--- config.mk ---
export PLATFORM = sky130hd
export DESIGN_NAME = gf2_polydiv21
export DESIGN_NICKNAME = d
export VERILOG_FILES = /design/src/rtl/gf2_polydiv21.sv
export SDC_FILE = /design/constraint.sdc
export NUM_CORES = 1
export LEC_CHECK = 0
export CAP_MARGIN = 20
export CORE_UTILIZATION = 40
export CTS_CLUSTER_DIAMETER = 30
export DETAILED_ROUTE_END_ITERATION = 6
export GPL_TIMING_DRIVEN = 0
export HOLD_SLACK_MARGIN = 0.1
export PLACE_DENSITY = 0.69
export SYNTH_ARGS = -nofsm -noshare
export SYNTH_HDL_FRONTEND = slang
export SYNTH_SLANG_ARGS = --single-unit
export TNS_END_PERCENT = 50
--- constraint.sdc ---
create_clock -name clk -period 3.1 [get_ports clk]
set_input_delay 0.465 -clock clk [delete_from_list [all_inputs] [get_ports clk]]
set_output_delay 0.465 -clock clk [all_outputs]
set_load 0.01 [all_outputs]
--- src/rtl/gf2_polydiv21.sv ---
// Bit-serial GF(2) polynomial divider: dividend = quotient*divisor ^ remainder.
// Normalises the divisor to the top of the word, then retires one quotient bit per cycle.
module gf2_polydiv21 #(
    parameter int unsigned NA = 21,
    parameter int unsigned NB = 11
) (
    input  logic          clk,
    input  logic          rst,
    input  logic          in_valid,
    output logic          in_ready,
    input  logic [NA-1:0] dividend,
    input  logic [NB-1:0] divisor,
    output logic          out_valid,
    input  logic          out_ready,
    output logic [NA-1:0] quotient,
    output logic [NB-2:0] remainder,
    output logic          div_by_zero
);

    localparam int unsigned PW = $clog2(NA);
    localparam int unsigned SH = NA - NB;

    typedef enum logic [1:0] {
        S_IDLE = 2'd0,
        S_NORM = 2'd1,
        S_DIV  = 2'd2,
        S_DONE = 2'd3
    } state_t;

    state_t          r_state;
    state_t          w_next;
    logic [NA-1:0]   r_rem;
    logic [NA-1:0]   r_den;
    logic [NA-1:0]   r_quo;
    logic [PW-1:0]   r_pos;
    logic [PW-1:0]   r_dg;
    logic            r_dbz;
    logic [PW-1:0]   w_qidx;

    assign w_qidx = r_pos - r_dg;

    // State register
    always_ff @(posedge clk or posedge rst) begin
        if (rst) begin
            r_state <= S_IDLE;
        end else begin
            r_state <= w_next;
        end
    end

    // Next-state logic
    always_comb begin
        w_next = r_state;
        case (r_state)
            S_IDLE: begin
                if (in_valid) begin
                    if (divisor == '0) begin
                        w_next = S_DONE;
                    end else if (divisor[NB-1]) begin
                        w_next = S_DIV;
                    end else begin
                        w_next = S_NORM;
                    end
                end
            end
            S_NORM: begin
                if (r_den[NA-2]) begin
                    w_next = S_DIV;
                end
            end
            S_DIV: begin
                if (r_pos == r_dg) begin
                    w_next = S_DONE;
                end
            end
            S_DONE: begin
                if (out_ready) begin
                    w_next = S_IDLE;
                end
            end
            default: w_next = S_IDLE;
        endcase
    end

    // Handshake outputs decoded from the registered state
    always_comb begin
        in_ready  = 1'b0;
        out_valid = 1'b0;
        case (r_state)
            S_IDLE:  in_ready  = 1'b1;
            S_DONE:  out_valid = 1'b1;
            default: begin
                in_ready  = 1'b0;
                out_valid = 1'b0;
            end
        endcase
    end

    // Datapath: dg counts down while the divisor is shifted up to bit NA-1
    always_ff @(posedge clk or posedge rst) begin
        if (rst) begin
            r_rem <= '0;
            r_den <= '0;
            r_quo <= '0;
            r_pos <= '0;
            r_dg  <= '0;
            r_dbz <= 1'b0;
        end else begin
            case (r_state)
                S_IDLE: begin
                    if (in_valid) begin
                        r_den <= NA'(divisor) << SH;
                        r_quo <= '0;
                        r_dg  <= PW'(NB - 1);
                        r_pos <= PW'(NA - 1);
                        if (divisor == '0) begin
                            r_rem <= '0;
                            r_dbz <= 1'b1;
                        end else begin
                            r_rem <= dividend;
                        end
                    end
                end
                S_NORM: begin
                    r_den <= r_den << 1;
                    r_dg  <= r_dg - PW'(1);
                    r_pos <= PW'(NA - 1);
                end
                S_DIV: begin
                    if (r_rem[r_pos]) begin
                        r_rem         <= r_rem ^ r_den;
                        r_quo[w_qidx] <= 1'b1;
                    end
                    r_den <= r_den >> 1;
                    r_pos <= r_pos - PW'(1);
                end
                S_DONE: begin
                    if (out_ready) begin
                        r_dbz <= 1'b0;
                    end
                end
                default: ;
            endcase
        end
    end

    assign quotient    = r_quo;
    assign remainder   = r_rem[NB-2:0];
    assign div_by_zero = r_dbz;

endmodule

# [Word-level counts from Yosys, hierarchy flattened]
# Index checks and enable logic that the tools add are counted.
[word_totals] regBits=76 inputBits=36 out_inout_bits=34 wordCells=67
[op_classes] addsub=3 n_lt_le_gt_ge=3 n_eq_ne=10 n_mux=30 bitwise_logic=2 n_reduce_logical=12
[op_table] cell="21-bit 2-to-1 mux" n=6
[op_table] cell="21-bit one-hot mux with 2 select lines" n=2
[op_table] cell="21-bit one-hot mux with 3 select lines" n=1
[op_table] cell="21-bit bitwise OR" n=1
[op_table] cell="21-bit bitwise XOR" n=1
[op_table] cell="5-bit one-hot mux with 3 select lines" n=1
[op_table] cell="5-bit by 6-bit < comparator with 1-bit output (second input constant)" n=2
[op_table] cell="2-bit 2-to-1 mux" n=6
[op_table] cell="2-bit != test (second input constant)" n=6
[op_table] cell="11-bit zero test" n=1
[op_table] cell="5-bit 2-to-1 mux" n=2
[op_table] cell="5-bit one-hot mux with 2 select lines" n=1
[op_table] cell="5-bit by 1-bit subtractor with 5-bit output (second input constant)" n=2
[op_table] cell="2-bit one-hot mux with 4 select lines" n=1
[op_table] cell="4-bit AND reduction" n=2
[op_table] cell="1-bit 2-to-1 mux" n=7
[op_table] cell="2-bit nonzero test" n=3
[op_table] cell="1-bit binary-select mux with 5-bit select" n=1
[op_table] cell="1-bit demux with 5-bit select" n=1
[op_table] cell="5-bit equality test" n=1
[op_table] cell="5-bit by 1-bit greater-or-equal comparator with 1-bit output (second input constant)" n=1
[op_table] cell="5-bit subtractor" n=1
[op_table] cell="2-bit equality test (second input constant)" n=2
[op_table] cell="2-bit AND reduction" n=2
[op_table] cell="other kinds (6)" n=6

# [Longest topological paths before layout]
[depth] depth_word=8 mapped_depth=11 ltp_nobuf=10

# [Worst setup path after synthesis]
# Ideal clock, no wire load.
[synth_timing] path_kind="flip-flop to flip-flop" startpoint="reg r_pos[0]" endpoint="reg r_quo[4], in the netlist quotient[4]" setup_time_ns=0.077 arrival_time_ns=2.511 t_required_ns=3.023 path_slack_ns=0.512 path_stages_with_launch=12 path_buffers=1 synth_period_minus_slack_ns=2.588 cell_sequence="dfrtp_1 buf_6 inv_1 ha_1 inv_1 fa_1 a21o_1 a21oi_1 xnor2_1 a21boi_0 nand3_2 o21ai_1"
[synth_via] elab_chain_len=8 elab_cells_between_ends=13 cone_classes="add/sub (1); order compare (2); eq/ne (1); mux (6); bitwise (1); reduce/logical (2)"
[synth_rtl] item="from (decl)" line="35" text="logic [PW-1:0] r_pos;"
[synth_rtl] item="from (signal assigned)" line="115" text="r_pos <= PW'(NA - 1);"
[synth_rtl] item="from (signal assigned)" line="127" text="r_pos <= PW'(NA - 1);"
[synth_rtl] item="from (signal assigned)" line="135" text="r_pos <= r_pos - PW'(1);"
[synth_rtl] item="5-bit subtractor" line="40" text="assign w_qidx = r_pos - r_dg;"
[synth_rtl] item="5-bit by 6-bit < comparator with 1-bit output (not written as such) or 5-bit by 1-bit greater-or-equal comparator with 1-bit output (tied branches)" line="132" text="r_quo[w_qidx] <= 1'b1;"
[synth_rtl] item="1-bit logical AND (not written as such)" line="132"
[synth_rtl] item="1-bit 2-to-1 mux (not written as such)" line="132"
[synth_rtl] item="1-bit demux with 5-bit select" line="132"
[synth_rtl] item="21-bit bitwise OR (no source line)"
[synth_rtl] item="21-bit 2-to-1 mux" line="130" text="if (r_rem[r_pos]) begin"
[synth_rtl] item="21-bit one-hot mux with 2 select lines" line="109" text="case (r_state)"
[synth_rtl] item="to (signal assigned)" line="104" text="r_quo <= '0;"
[synth_rtl] item="to (signal assigned)" line="113" text="r_quo <= '0;"
[synth_rtl] item="to (signal, indexed assignment)" line="132"
[synth_rtl] item="to (decl)" line="34" text="logic [NA-1:0] r_quo;"
# Parallel ways exist; a longest one is shown, timed or not. The select of a mux whose other input is x is not followed.
# A chain may end at the register's enable or synchronous reset.

# [Worst setup path in the final report]
[layout_timing] startpoint="reg r_pos[0]" endpoint="reg r_quo[5], in the netlist quotient[5]"
# The elaborated chain is that of the path after synthesis.

==> metrics.txt <==
# TYPE chip_impl_metric gauge
chip_impl_info{name="status",value="complete, no violations"} 1
chip_impl_metric{name="final-max-slew-violation-count",unit=""} 0
chip_impl_info{name="cts_tree",value="yes"} 1
chip_impl_metric{name="maxSlewHeadroom",unit="%"} 28.68
chip_impl_metric{name="num-nets-final",unit=""} 634
chip_impl_info{name="r2r-start",value="r_pos[0]"} 1
chip_impl_metric{name="routed-via-count",unit=""} 4332
chip_impl_metric{name="p_leak",unit="nW"} 2.381
chip_impl_metric{name="period_share",unit="%"} 93.07
chip_impl_metric{name="grt_usage",unit="%"} 23.29
chip_impl_metric{name="core_area",unit="um^2"} 11030
chip_impl_info{name="layout.cells.most_common_list",value="dfrtp_1, clkdlybuf4s50_1, nand2_1, o21ai_0, nor2_1"} 1
chip_impl_metric{name="postSynthRegisterBits",unit=""} 76
chip_impl_metric{name="worst_slew_pin_slew",unit="ns"} 1.059
chip_impl_metric{name="grt-ovfl-total",unit=""} 0
chip_impl_metric{name="synth_compound_gate_area_share",unit="%"} 24.95
chip_impl_metric{name="setup_slack",unit="ns"} 0.2149
chip_impl_metric{name="post_route_clock_skew",unit="ns"} 0.006486
chip_impl_metric{name="critical_path_maximum_fanout",unit=""} 8
chip_impl_metric{name="timing.hold.worst_path_depth",unit=""} 2
chip_impl_info{name="ys_flop_type",value="dfrtp_1"} 1
chip_impl_info{name="main_combinational_cell_family_by_area_after_synthesis",value="compound AO/OA/AOI/OAI gates"} 1
chip_impl_metric{name="place.gp.congestion",unit=""} 0.8695
chip_impl_metric{name="clock_sink_count",unit=""} 76
chip_impl_metric{name="wire_length_of_the_first_global_routing_pass",unit="um"} 21290
chip_impl_metric{name="grt_pass1_vias",unit=""} 4330
chip_impl_info{name="min-delay-path-class",value="reg -> reg"} 1
chip_impl_info{name="timing.setup.critical_path_class",value="reg -> reg"} 1
chip_impl_metric{name="crit_arrival",unit="ns"} 3.15
chip_impl_metric{name="initial_detailed_routing_violation_count",unit=""} 272
chip_impl_metric{name="max_freq",unit="GHz"} 0.3466
chip_impl_metric{name="stdcell_area",unit="um^2"} 5813
chip_impl_metric{name="share_of_cells_above_drive_strength_1",unit="%"} 11.34
chip_impl_info{name="layout_commonest_cell",value="dfrtp_1"} 1
chip_impl_metric{name="synth.net_count",unit=""} 553
chip_impl_metric{name="ioPinCount",unit=""} 70
chip_impl_metric{name="floorplan.rows",unit=""} 38
chip_impl_metric{name="yosys.area_share.simple",unit="%"} 18.72
chip_impl_metric{name="postPlaceCellArea",unit="um^2"} 5488
chip_impl_metric{name="drc",unit=""} 0
chip_impl_info{name="hold_path_end",value="quotient[4]"} 1
chip_impl_metric{name="preCtsSetupSlack",unit="ns"} 0.004827
chip_impl_metric{name="synth.avg_cell_area",unit="um^2"} 9.108
chip_impl_metric{name="antenna_found_initial",unit=""} 0
chip_impl_metric{name="period_minus_slack",unit="ns"} 2.885
chip_impl_metric{name="die_area",unit="um^2"} 11930
chip_impl_metric{name="report.final.setup_viol",unit=""} 0
chip_impl_metric{name="initial_standard_cell_utilization_of_the_core",unit="%"} 41.70
chip_impl_metric{name="pwr_density_cell",unit="nW/um^2"} 1151
chip_impl_metric{name="firstDrtPassIters",unit=""} 5
chip_impl_metric{name="timing.max_cap.violations",unit=""} 0
chip_impl_metric{name="finalHoldViolations",unit=""} 0
chip_impl_info{name="startpoint_type",value="register"} 1
chip_impl_metric{name="synth.mux.area_fraction",unit="%"} 2.992
chip_impl_metric{name="fp.dieH",unit="um"} 109.2
chip_impl_metric{name="maximum_number_of_pins_on_one_net_before_global_route_repair",unit=""} 40
chip_impl_metric{name="viasPerCell",unit=""} 5.926
chip_impl_metric{name="cp_data_required_time",unit="ns"} 3.36
chip_impl_info{name="r2r_end",value="quotient[5]"} 1
chip_impl_metric{name="postRouteAntennaNets",unit=""} 0
chip_impl_metric{name="yosys.cell_types.count",unit=""} 59
chip_impl_metric{name="synthesis.instances",unit=""} 505
chip_impl_metric{name="routedWlPerCell",unit="um"} 17.93
chip_impl_metric{name="place.port_buffers",unit=""} 69
chip_impl_metric{name="synth-xor-area-share",unit="%"} 0.9521
chip_impl_info{name="hp-start",value="quotient[4]"} 1
chip_impl_metric{name="ant_diodes",unit=""} 0
chip_impl_metric{name="routed_wl",unit="um"} 13110
chip_impl_metric{name="worst-r2r-cell-count",unit=""} 11
chip_impl_metric{name="synth_area",unit="um^2"} 4599
chip_impl_info{name="setup.worst_path.end_class",value="register"} 1
chip_impl_metric{name="seq_area_frac_synth",unit="%"} 41.35
chip_impl_metric{name="ctsLongestPathBuffers",unit=""} 2
chip_impl_info{name="master_cell_of_the_clock_root_buffer",value="clkbuf_16"} 1
chip_impl_metric{name="synth_edf_count",unit=""} 0
chip_impl_metric{name="fp.dieW",unit="um"} 109.2
chip_impl_metric{name="power.ir.vdd_worst",unit="uV"} 485.6
chip_impl_metric{name="synth-warning-count",unit=""} 0
chip_impl_metric{name="clk-insertion-delay-late",unit="ns"} 0.34
chip_impl_info{name="grt_setup_unrepaired",value="false"} 1
chip_impl_metric{name="h-tree-depth",unit=""} 3
chip_impl_metric{name="place_hpwl",unit="um"} 9466
chip_impl_metric{name="async_reset_ff_share",unit="%"} 100.0
chip_impl_metric{name="path_clk_slew",unit="ns"} 0.06
chip_impl_metric{name="cts-buffers-inserted",unit=""} 9
chip_impl_metric{name="reg2reg_setup_slack",unit="ns"} 0.21
chip_impl_metric{name="synth_adder_area_share",unit="%"} 3.428
chip_impl_metric{name="area.growth.synth_to_final",unit="%"} 26.39
chip_impl_metric{name="cts_setup_buffers",unit=""} 0
[worst max-delay path, stage by stage, from the launching register on]
cell and delay, ns:
dfrtp_1 0.37, buf_6 0.15, inv_1 0.16, ha_1 0.21
inv_1 0.06, fa_1 0.46, a21o_1 0.21, a21oi_1 0.16
xnor2_1 0.21, a21boi_1 0.48, nand3_2 0.18, o21ai_1 0.15
[flip-flops by register name (all words and copies together), names as in the netlist]
name	flops
r_pos	5
r_state	2
div_by_zero	1
r_rem	21
r_dg	5
quotient	21
r_den	21
[metrics by stage]
step | std cells | utilization [%] | TNS, ns | hold WS [ns] | total power, W
5_1_grt | 731 | 52.70 | 0 | 0.5144 | 0.007147
3_3_place_gp | 714 | 49.55 | -45.33 | 0.4628 | 0.005373
3_5_place_dp | 715 | 49.75 | 0 | 0.4774 | 0.005491
6_report | 731 | 52.70 | 0 | 0.4829 | 0.006690
2_1_floorplan | 505 | - | 0 | 0.4913 | 0.004294
4_1_cts | 731 | 52.70 | 0 | 0.4910 | 0.006654
[how the worst max path moves through the flow]
stage / from / end / slack [ns] / cells after the start
2_1_floorplan: r_pos[0] / quotient[4] / 0.51 / 11
4_1_cts: r_pos[0] / quotient[5] / 0.20 / 11
6_report: r_pos[0] / quotient[5] / 0.21 / 11
3_5_place_dp: r_pos[0] / quotient[5] / 0.005 / 11
5_1_grt: r_pos[0] / quotient[5] / 0.02 / 11
3_3_place_gp: rst / r_den[17] / -0.60 / 2
[area by class of cell]
| class | count | area (um^2) |
|---|---|---|
| Fill cell | 1029 | 5218 |
| Timing Repair Buffer | 70 | 710.7 |
| Tap cell | 140 | 175.2 |
| Multi-Input combinational cell | 357 | 2347 |
| Sequential cell | 76 | 1902 |
| Clock inverter | 6 | 86.33 |
| Buffer | 45 | 249.0 |
| Clock buffer | 10 | 239.0 |
| Inverter | 27 | 103.9 |
[synth_stat cells (3+ instances only)]
master	n	share of area [%]
a2bb2oi_2	9	2.9
xor2_1	3	0.57
a21oi_1	17	1.8
nand2b_1	5	0.68
a22o_1	9	1.7
a31o_2	10	1.9
clkbuf_1	23	1.9
nor3b_1	14	2.3
mux2_2	3	0.73
dfrtp_1	76	41
o211ai_1	12	2.0
a32o_1	4	0.87
a221oi_1	10	1.9
buf_1	5	0.41
a22oi_1	11	1.8
or4_1	10	1.6
nand2_1	63	5.1
buf_2	3	0.33
inv_1	26	2.1
buf_4	10	1.6
mux4_2	3	1.5
nor3_1	4	0.44
o21ai_0	36	3.9
ha_1	11	3.0
nand3_1	30	3.3
buf_6	3	0.73
a31oi_1	16	2.2
nor2_1	35	2.9
o21ai_1	4	0.44
[what timing repair did]
action                                  in CTS  in global routing
endpoints found under the setup margin       1                  0
hold buffers                                 0                  0
resized for setup                            1                  0
hold endpoints to repair                     0                  0
[power by group]
group	internal [W]	leakage [nW]	switching [W]
Clock	0.000727	0.159	0.000430
Combinational	0.00163	1.27	0.00217
Sequential	0.00137	0.950	0.000362
Total	0.00373	2.38	0.00296
[metal layers]
metal | wire [um] | track usage [%]
met5 | 0 | 0
met4 | 233 | 8.286
met3 | 1011 | 4.363
met2 | 6199 | 38.68
met1 | 5660 | 30.27
[kinds of logic (layout without fill, tap and decap cells)]
logic type | Yosys count | in the layout
compound gates | 155 | 155
mux | 8 | 8
simple gates | 177 | 177
buf+inv | 72 | 158
flops | 76 | 76
fa+ha+maj | 12 | 12
xor+xnor | 5 | 5
Note: power is estimated with default switching activity, not from simulation.
